==> src/rtl/render_pkg.sv <==
// Shared definitions for the raster scan renderer: colours, FSM states and
// the signed point-in-rectangle test used by both hit paths.
package render_pkg;

  // Palette used by the renderer; WHITE is kept for sinks that want a
  // default fill colour.
  localparam logic [23:0] WHITE   = 24'hffffff;
  localparam logic [23:0] BKCOLOR = 24'h00ab00;
  localparam logic [23:0] DOODLE  = 24'h00ff00;
  localparam logic [23:0] BLOCK   = 24'hff0000;

  // Width of the signed coordinate space. 32-bit world values minus a
  // 32-bit camera offset need 33 bits; one more bit keeps rx+w and ry+h
  // from overflowing.
  localparam int COORD_W = 34;

  typedef logic signed [COORD_W-1:0] coord_t;

  typedef enum logic [1:0] {
    IDLE = 2'd0,
    SCAN = 2'd1,
    EMIT = 2'd2,
    DONE = 2'd3
  } state_t;

  // Point (px,py) lies in [rx, rx+w) x [ry, ry+h); all operands are signed.
  function automatic logic in_rect(input coord_t px, input coord_t py,
                                   input coord_t rx, input coord_t ry,
                                   input coord_t w,  input coord_t h);
    return (px >= rx) && (px < rx + w) && (py >= ry) && (py < ry + h);
  endfunction

endpackage

==> src/rtl/rect_hit.sv <==
// Combinational point-in-rectangle compare on signed 34-bit coordinates.
module rect_hit
  import render_pkg::*;
(
  input  coord_t px,
  input  coord_t py,
  input  coord_t rx,
  input  coord_t ry,
  input  coord_t w,
  input  coord_t h,
  output logic   hit
);

  // Pure compare, no state.
  always_comb begin
    hit = in_rect(px, py, rx, ry, w, h);
  end

endmodule

==> src/rtl/render_scan_sequencer.sv <==
// Raster-order pixel renderer. For every pixel it walks the block table one
// entry per cycle through a synchronous read port, then emits the resolved
// colour over a valid/ready handshake.
//
// Handshake: a pixel transfers on a rising clk edge where pixel_valid and
// pixel_ready are both high. While pixel_valid is high, pixel_x, pixel_y and
// pixel_color hold steady until the transfer; pixel_valid is low on the
// cycle after a transfer (no back-to-back pixels).
module render_scan_sequencer
  import render_pkg::*;
#(
  parameter int SCREEN_WIDTH  = 400,
  parameter int SCREEN_HEIGHT = 700,
  parameter int BLOCK_WIDTH   = 40,
  parameter int BLOCK_HEIGHT  = 5,
  parameter int NUM_BLOCKS    = 16,
  parameter int DOODLE_SIZE   = 1,
  parameter int IDX_W         = $clog2(NUM_BLOCKS)
) (
  input  logic             clk,
  input  logic             reset,
  input  logic             frame_start,
  input  logic [31:0]      doodleX,
  input  logic [31:0]      doodleY,
  input  logic [31:0]      minY,
  output logic [IDX_W-1:0] blk_idx,
  input  logic [31:0]      blk_x,
  input  logic [31:0]      blk_y,
  input  logic             blk_active,
  output logic [31:0]      pixel_x,
  output logic [31:0]      pixel_y,
  output logic [23:0]      pixel_color,
  output logic             pixel_valid,
  input  logic             pixel_ready,
  output logic             busy,
  output logic             frame_done,
  output state_t           fsm_state
);

  // Coordinate counter width covers the larger screen dimension.
  localparam int CW = $clog2((SCREEN_WIDTH > SCREEN_HEIGHT) ? SCREEN_WIDTH : SCREEN_HEIGHT);
  // Scan counter runs 0..NUM_BLOCKS: one issue-only cycle plus one
  // evaluate cycle per table entry.
  localparam int SW = $clog2(NUM_BLOCKS + 1);

  localparam logic [CW-1:0]    X_LAST    = CW'(SCREEN_WIDTH - 1);
  localparam logic [CW-1:0]    Y_LAST    = CW'(SCREEN_HEIGHT - 1);
  localparam logic [SW-1:0]    SCAN_LAST = SW'(NUM_BLOCKS);
  localparam logic [IDX_W-1:0] IDX_LAST  = IDX_W'(NUM_BLOCKS - 1);

  localparam coord_t BLK_W = COORD_W'(BLOCK_WIDTH);
  localparam coord_t BLK_H = COORD_W'(BLOCK_HEIGHT);
  localparam coord_t DOO_S = COORD_W'(DOODLE_SIZE);

  state_t         state;
  logic [CW-1:0]  x_cnt;
  logic [CW-1:0]  y_cnt;
  logic [SW-1:0]  scan_cnt;
  logic           hit_flag;

  // Frame snapshot: inputs are frozen at frame accept so the whole frame is
  // rendered from one consistent camera/doodle position.
  logic [31:0]    doodle_x_snap;
  logic [31:0]    doodle_y_snap;
  logic [31:0]    min_y_snap;

  // Signed views of the current pixel and the rectangles under test.
  coord_t px_s;
  coord_t py_s;
  coord_t blk_rx;
  coord_t blk_ry;
  coord_t doo_rx;
  coord_t doo_ry;

  logic   blk_hit;
  logic   doodle_hit;
  logic   blk_eval;

  // Coordinates widened to the signed compare space; screen y of world
  // objects is world y minus the camera offset and may be negative.
  always_comb begin
    px_s   = COORD_W'(x_cnt);
    py_s   = COORD_W'(y_cnt);
    blk_rx = {2'b00, blk_x};
    blk_ry = {2'b00, blk_y} - {2'b00, min_y_snap};
    doo_rx = {2'b00, doodle_x_snap};
    doo_ry = {2'b00, doodle_y_snap} - {2'b00, min_y_snap};
  end

  rect_hit u_block_hit (
    .px  (px_s),
    .py  (py_s),
    .rx  (blk_rx),
    .ry  (blk_ry),
    .w   (BLK_W),
    .h   (BLK_H),
    .hit (blk_hit)
  );

  rect_hit u_doodle_hit (
    .px  (px_s),
    .py  (py_s),
    .rx  (doo_rx),
    .ry  (doo_ry),
    .w   (DOO_S),
    .h   (DOO_S),
    .hit (doodle_hit)
  );

  // Returned table entry counts only from the second scan cycle on, when
  // the read data belongs to an index issued by this pixel's scan.
  always_comb begin
    blk_eval = (scan_cnt != '0) && blk_active && blk_hit;
  end

  // Main sequencer: frame accept, block scan, pixel emit and frame done.
  always_ff @(posedge clk) begin
    if (reset) begin
      state         <= IDLE;
      x_cnt         <= '0;
      y_cnt         <= '0;
      scan_cnt      <= '0;
      hit_flag      <= 1'b0;
      blk_idx       <= '0;
      pixel_color   <= '0;
      pixel_valid   <= 1'b0;
      busy          <= 1'b0;
      frame_done    <= 1'b0;
      doodle_x_snap <= '0;
      doodle_y_snap <= '0;
      min_y_snap    <= '0;
    end else begin
      frame_done <= 1'b0;
      case (state)
        IDLE: begin
          if (frame_start) begin
            doodle_x_snap <= doodleX;
            doodle_y_snap <= doodleY;
            min_y_snap    <= minY;
            x_cnt         <= '0;
            y_cnt         <= '0;
            scan_cnt      <= '0;
            hit_flag      <= 1'b0;
            blk_idx       <= '0;
            busy          <= 1'b1;
            state         <= SCAN;
          end
        end

        SCAN: begin
          if (blk_eval) begin
            hit_flag <= 1'b1;
          end
          // Issue the next table address while entries remain.
          if (blk_idx != IDX_LAST) begin
            blk_idx <= blk_idx + IDX_W'(1);
          end
          if (scan_cnt == SCAN_LAST) begin
            // Last entry is being evaluated now, so fold it in directly.
            if (doodle_hit) begin
              pixel_color <= DOODLE;
            end else if (hit_flag || blk_eval) begin
              pixel_color <= BLOCK;
            end else begin
              pixel_color <= BKCOLOR;
            end
            pixel_valid <= 1'b1;
            state       <= EMIT;
          end else begin
            scan_cnt <= scan_cnt + SW'(1);
          end
        end

        EMIT: begin
          if (pixel_ready) begin
            pixel_valid <= 1'b0;
            scan_cnt    <= '0;
            hit_flag    <= 1'b0;
            blk_idx     <= '0;
            if (x_cnt == X_LAST) begin
              x_cnt <= '0;
              if (y_cnt == Y_LAST) begin
                y_cnt      <= '0;
                busy       <= 1'b0;
                frame_done <= 1'b1;
                state      <= DONE;
              end else begin
                y_cnt <= y_cnt + CW'(1);
                state <= SCAN;
              end
            end else begin
              x_cnt <= x_cnt + CW'(1);
              state <= SCAN;
            end
          end
        end

        DONE: begin
          // frame_done is high for exactly this cycle; a frame_start seen
          // here is dropped.
          state <= IDLE;
        end

        default: begin
          state <= IDLE;
        end
      endcase
    end
  end

  // Coordinate counters zero-extended onto the 32-bit pixel bus.
  always_comb begin
    pixel_x   = 32'(x_cnt);
    pixel_y   = 32'(y_cnt);
    fsm_state = state;
  end

endmodule

==> config.mk <==
export PLATFORM = sky130hd
export DESIGN_NAME = render_scan_sequencer
export DESIGN_NICKNAME = d
export VERILOG_FILES = /design/src/rtl/render_pkg.sv /design/src/rtl/rect_hit.sv /design/src/rtl/render_scan_sequencer.sv
export SDC_FILE = /design/constraint.sdc
export NUM_CORES = 1
export LEC_CHECK = 0
export ABC_AREA = 1
export CAP_MARGIN = 25
export CELL_PAD_IN_SITES_DETAIL_PLACEMENT = 0
export CELL_PAD_IN_SITES_GLOBAL_PLACEMENT = 1
export CORE_MARGIN = 5
export CORE_UTILIZATION = 41
export DETAILED_ROUTE_END_ITERATION = 12
export PLACE_DENSITY_LB_ADDON = 0.1
export SYNTH_ARGS = -nofsm -noshare
export SYNTH_HDL_FRONTEND = slang
export SYNTH_SLANG_ARGS = --single-unit
==> constraint.sdc <==
create_clock -name clk -period 11.4 [get_ports clk]
set_clock_uncertainty 0.2 [all_clocks]
set_input_delay 1.71 -clock clk [delete_from_list [all_inputs] [get_ports clk]]
set_output_delay 1.71 -clock clk [all_outputs]
set_load 0.01 [all_outputs]
==> run_results.csv <==
group,metric,value,unit
sta,tightest_slew,0.768,ns
routing,dr.pass1.iters,6,
floorplanning,coreArea,0.0397,mm^2
grt,grt_pass1_wl,91900,um
grt,grt_max_degree,90,
synthesis,synth_warnings,0,
floorplanning,die-area,0.0443,mm^2
clocking,cts_resized,0,
setup_path,cp_max_fo,5,
routing,first_iter_violations,1211,
routing,post_drt_via_cell_ratio,5.16,
setup_path,path_class,"in2reg",
synthesis,synth_area_leaders,"nand2_1 17%, dfxtp_1 16%, ha_1 11%, inv_1 9.6%, nor2_1 8.5%",
routing,vias,18500,
synthesis,synth_cell_types,56,
floorplanning,start_util,0.415,
synthesis,synthArstFlopShare,0,
grt,grt_use_total,0.256,
floorplanning,die_y,211,um
finish,syn2layout_area_growth,17.7,%
place,dp.cells,3559,
place,gp_congestion,0.964,
clocking,clkLatencyLatePin,0.44,ns
sta,setup_slack,5.85,ns
sta,maxSlewViolCount,0,
clocking,cts_max_level,4,
place,post-dp-hpwl,50500,um
sta,fin_setup_tns,0,ns
finish,final-seq-area,0.00268,mm^2
setup_path,cpMostUsedCell,"nand2_1",
synthesis,synth-seq-cells,134,
power_and_ir_drop,p_seq_frac,0.198,
routing,avgRoutedWirePerCell,16.5,um
power_and_ir_drop,total_power,2.81,mW
clocking,numCtsBuffers,17,
grt,grt_pass1_vias,17300,
synthesis,synth_common_cells,"758 x nand2_1, 421 x inv_1, 374 x nor2_1",
finish,nFillCells,4318,
place,place_area,0.0188,mm^2
clocking,clock-root-buffer,"clkbuf_16",
clocking,cts_hold_buffers,0,
synthesis,synth_edf_count,0,
routing,drcViolationCount,0,
power_and_ir_drop,power_frac_comb,0.601,
clocking,clockBufferDepth,2,
clocking,clkTransAtPathRegs,0.07,ns
floorplanning,num_rows,73,
clocking,post_cts_buffers,0,
power_and_ir_drop,p_leak,9.48,nW
sta,setup_viol,0,
clocking,cts_tree,"yes",
synthesis,synth_top_area_share,0.172,
power_and_ir_drop,p_int,1.34,mW
place,place_ws,5.39,ns
place,portBuffers,209,
grt,antenna_found_initial,1,
synthesis,ys_seq_area_frac,0.163,
flow_run,maxCapViolCount,0,
setup_path,arrival,5.73,ns
synthesis,synth_ff_type,"dfxtp_1",
clocking,clkSinkCount,134,
finish,final_cells,3591,
synthesis,synth_area_per_cell,5.75,um^2
finish,multiInputGateArea,0.0117,mm^2
power_and_ir_drop,swShare,0.522,
setup_path,cp_data_required_time,11.58,ns
floorplanning,dieWidth,211,um
sta,timing.fmax,0.180,GHz
power_and_ir_drop,p_clk_frac,0.200,
setup_path,max_stage_delay,0.45,ns
power_and_ir_drop,power.net_switching,1.47,mW
finish,final_util,0.489,
setup_path,crit_slowest_cell,"clkdlybuf4s50_1",
floorplanning,pin_count,262,
setup_path,startpoint_type,"primary input",
power_and_ir_drop,ir_worst_vdd,0.0835,mV
power_and_ir_drop,power_density,145,mW/mm^2
routing,drt_wl_total,59400,um
sta,fin_hold_ws,0.252,ns
routing,ant_nets,0,
setup_path,cp-end-kind,"flip-flop",
finish,nets,3371,
finish,final_area,0.0194,mm^2
sta,rsz0062_at_grt,"no",
run_status,status,"completed",
synthesis,synth_cells,2870,
sta,relSlewSlack,0.488,
sta,finalHoldViolCount,0,
synthesis,yosys.area.top_type,"nand2_1",
finish,drive_gt1_frac,0.0568,
sta,min_period,5.55,ns
grt,grt.overflow.total,0,
finish,antenna_cells,0,
sta,period_share,0.487,
synthesis,synth_area,0.0165,mm^2
synthesis,yosysMostFrequentCell,"nand2_1",
hold_path,hold_path.class,"reg2reg",
routing by layer:
metal / GRT usage / up-vias / share of wire
li1: - / 9525 / -
met1: 0.361 / 8498 / 0.48
met2: 0.427 / 428 / 0.46
met3: 0.0198 / 63 / 0.040
met4: 0.0586 / 0 / 0.019
met5: 0 / - / 0
final timing paths:
check        depth (start not counted)     startpoint         endpoint  slack (ns)
min                                  2       hit_flag         hit_flag        0.25
min reg2reg                          2       hit_flag         hit_flag        0.25
max reg2reg                         30  min_y_snap[0]  pixel_color[15]        6.68
max                                 33       blk_y[0]  pixel_color[15]        5.85
cell families after synthesis:
group           after synthesis  synth area share
xor+xnor                     50            0.0270
other cells                   1          0.000227
simple gates               1631             0.437
fa+ha+maj                   153             0.117
buf+inv                     541             0.139
flops                       134             0.163
compound gates              360             0.118
layout make-up:
type	instances	share of cell area
Timing Repair Buffer	212	0.109
Clock buffer	17	0.0219
Clock inverter	15	0.00831
Tap cell	525	0.0338
Multi-Input combinational cell	2246	0.604
Sequential cell	134	0.138
Inverter	442	0.0854
cell usage in the layout, fill, tap and decap left out, drive strengths merged, types with 6 or more instances in the layout:
cell type,count
nand4,83
clkbuf,17
nand3,208
a21oi,164
nor2,410
nand3b,15
inv,450
o21ai,155
a21o,6
nor4,15
xnor2,12
o21bai,11
ha,151
nand2,813
conb,52
nor3,74
xor2,38
clkdlybuf4s50,209
dfxtp,134
power groups by stage:
stage                     logic [mW]  clock network (mW)  registers, mW
after global placement          1.66                   0          0.567
final                           1.69               0.563          0.557
after CTS                       1.68               0.573          0.557
after detailed placement        1.67                   0          0.568
after global routing            1.91               0.596          0.564
after floorplan                 1.21                   0          0.557
sequential cells by signal, summed over array words and instances (netlist names):
register / flops
fsm_state: 2
scan_cnt: 5
y_cnt: 10
hit_flag: 1
pixel_color: 3
busy: 1
blk_idx: 4
pixel_valid: 1
frame_done: 1
x_cnt: 10
doodle_x_snap: 32
doodle_y_snap: 32
min_y_snap: 32
critical path: cells and delay by family:
family,cells,cell delay [ns]
compound gates,2,0.18
fa+ha+maj,3,0.88
buf+inv,4,0.69
simple gates,24,2.26
Power figures use the tool's default switching activity.
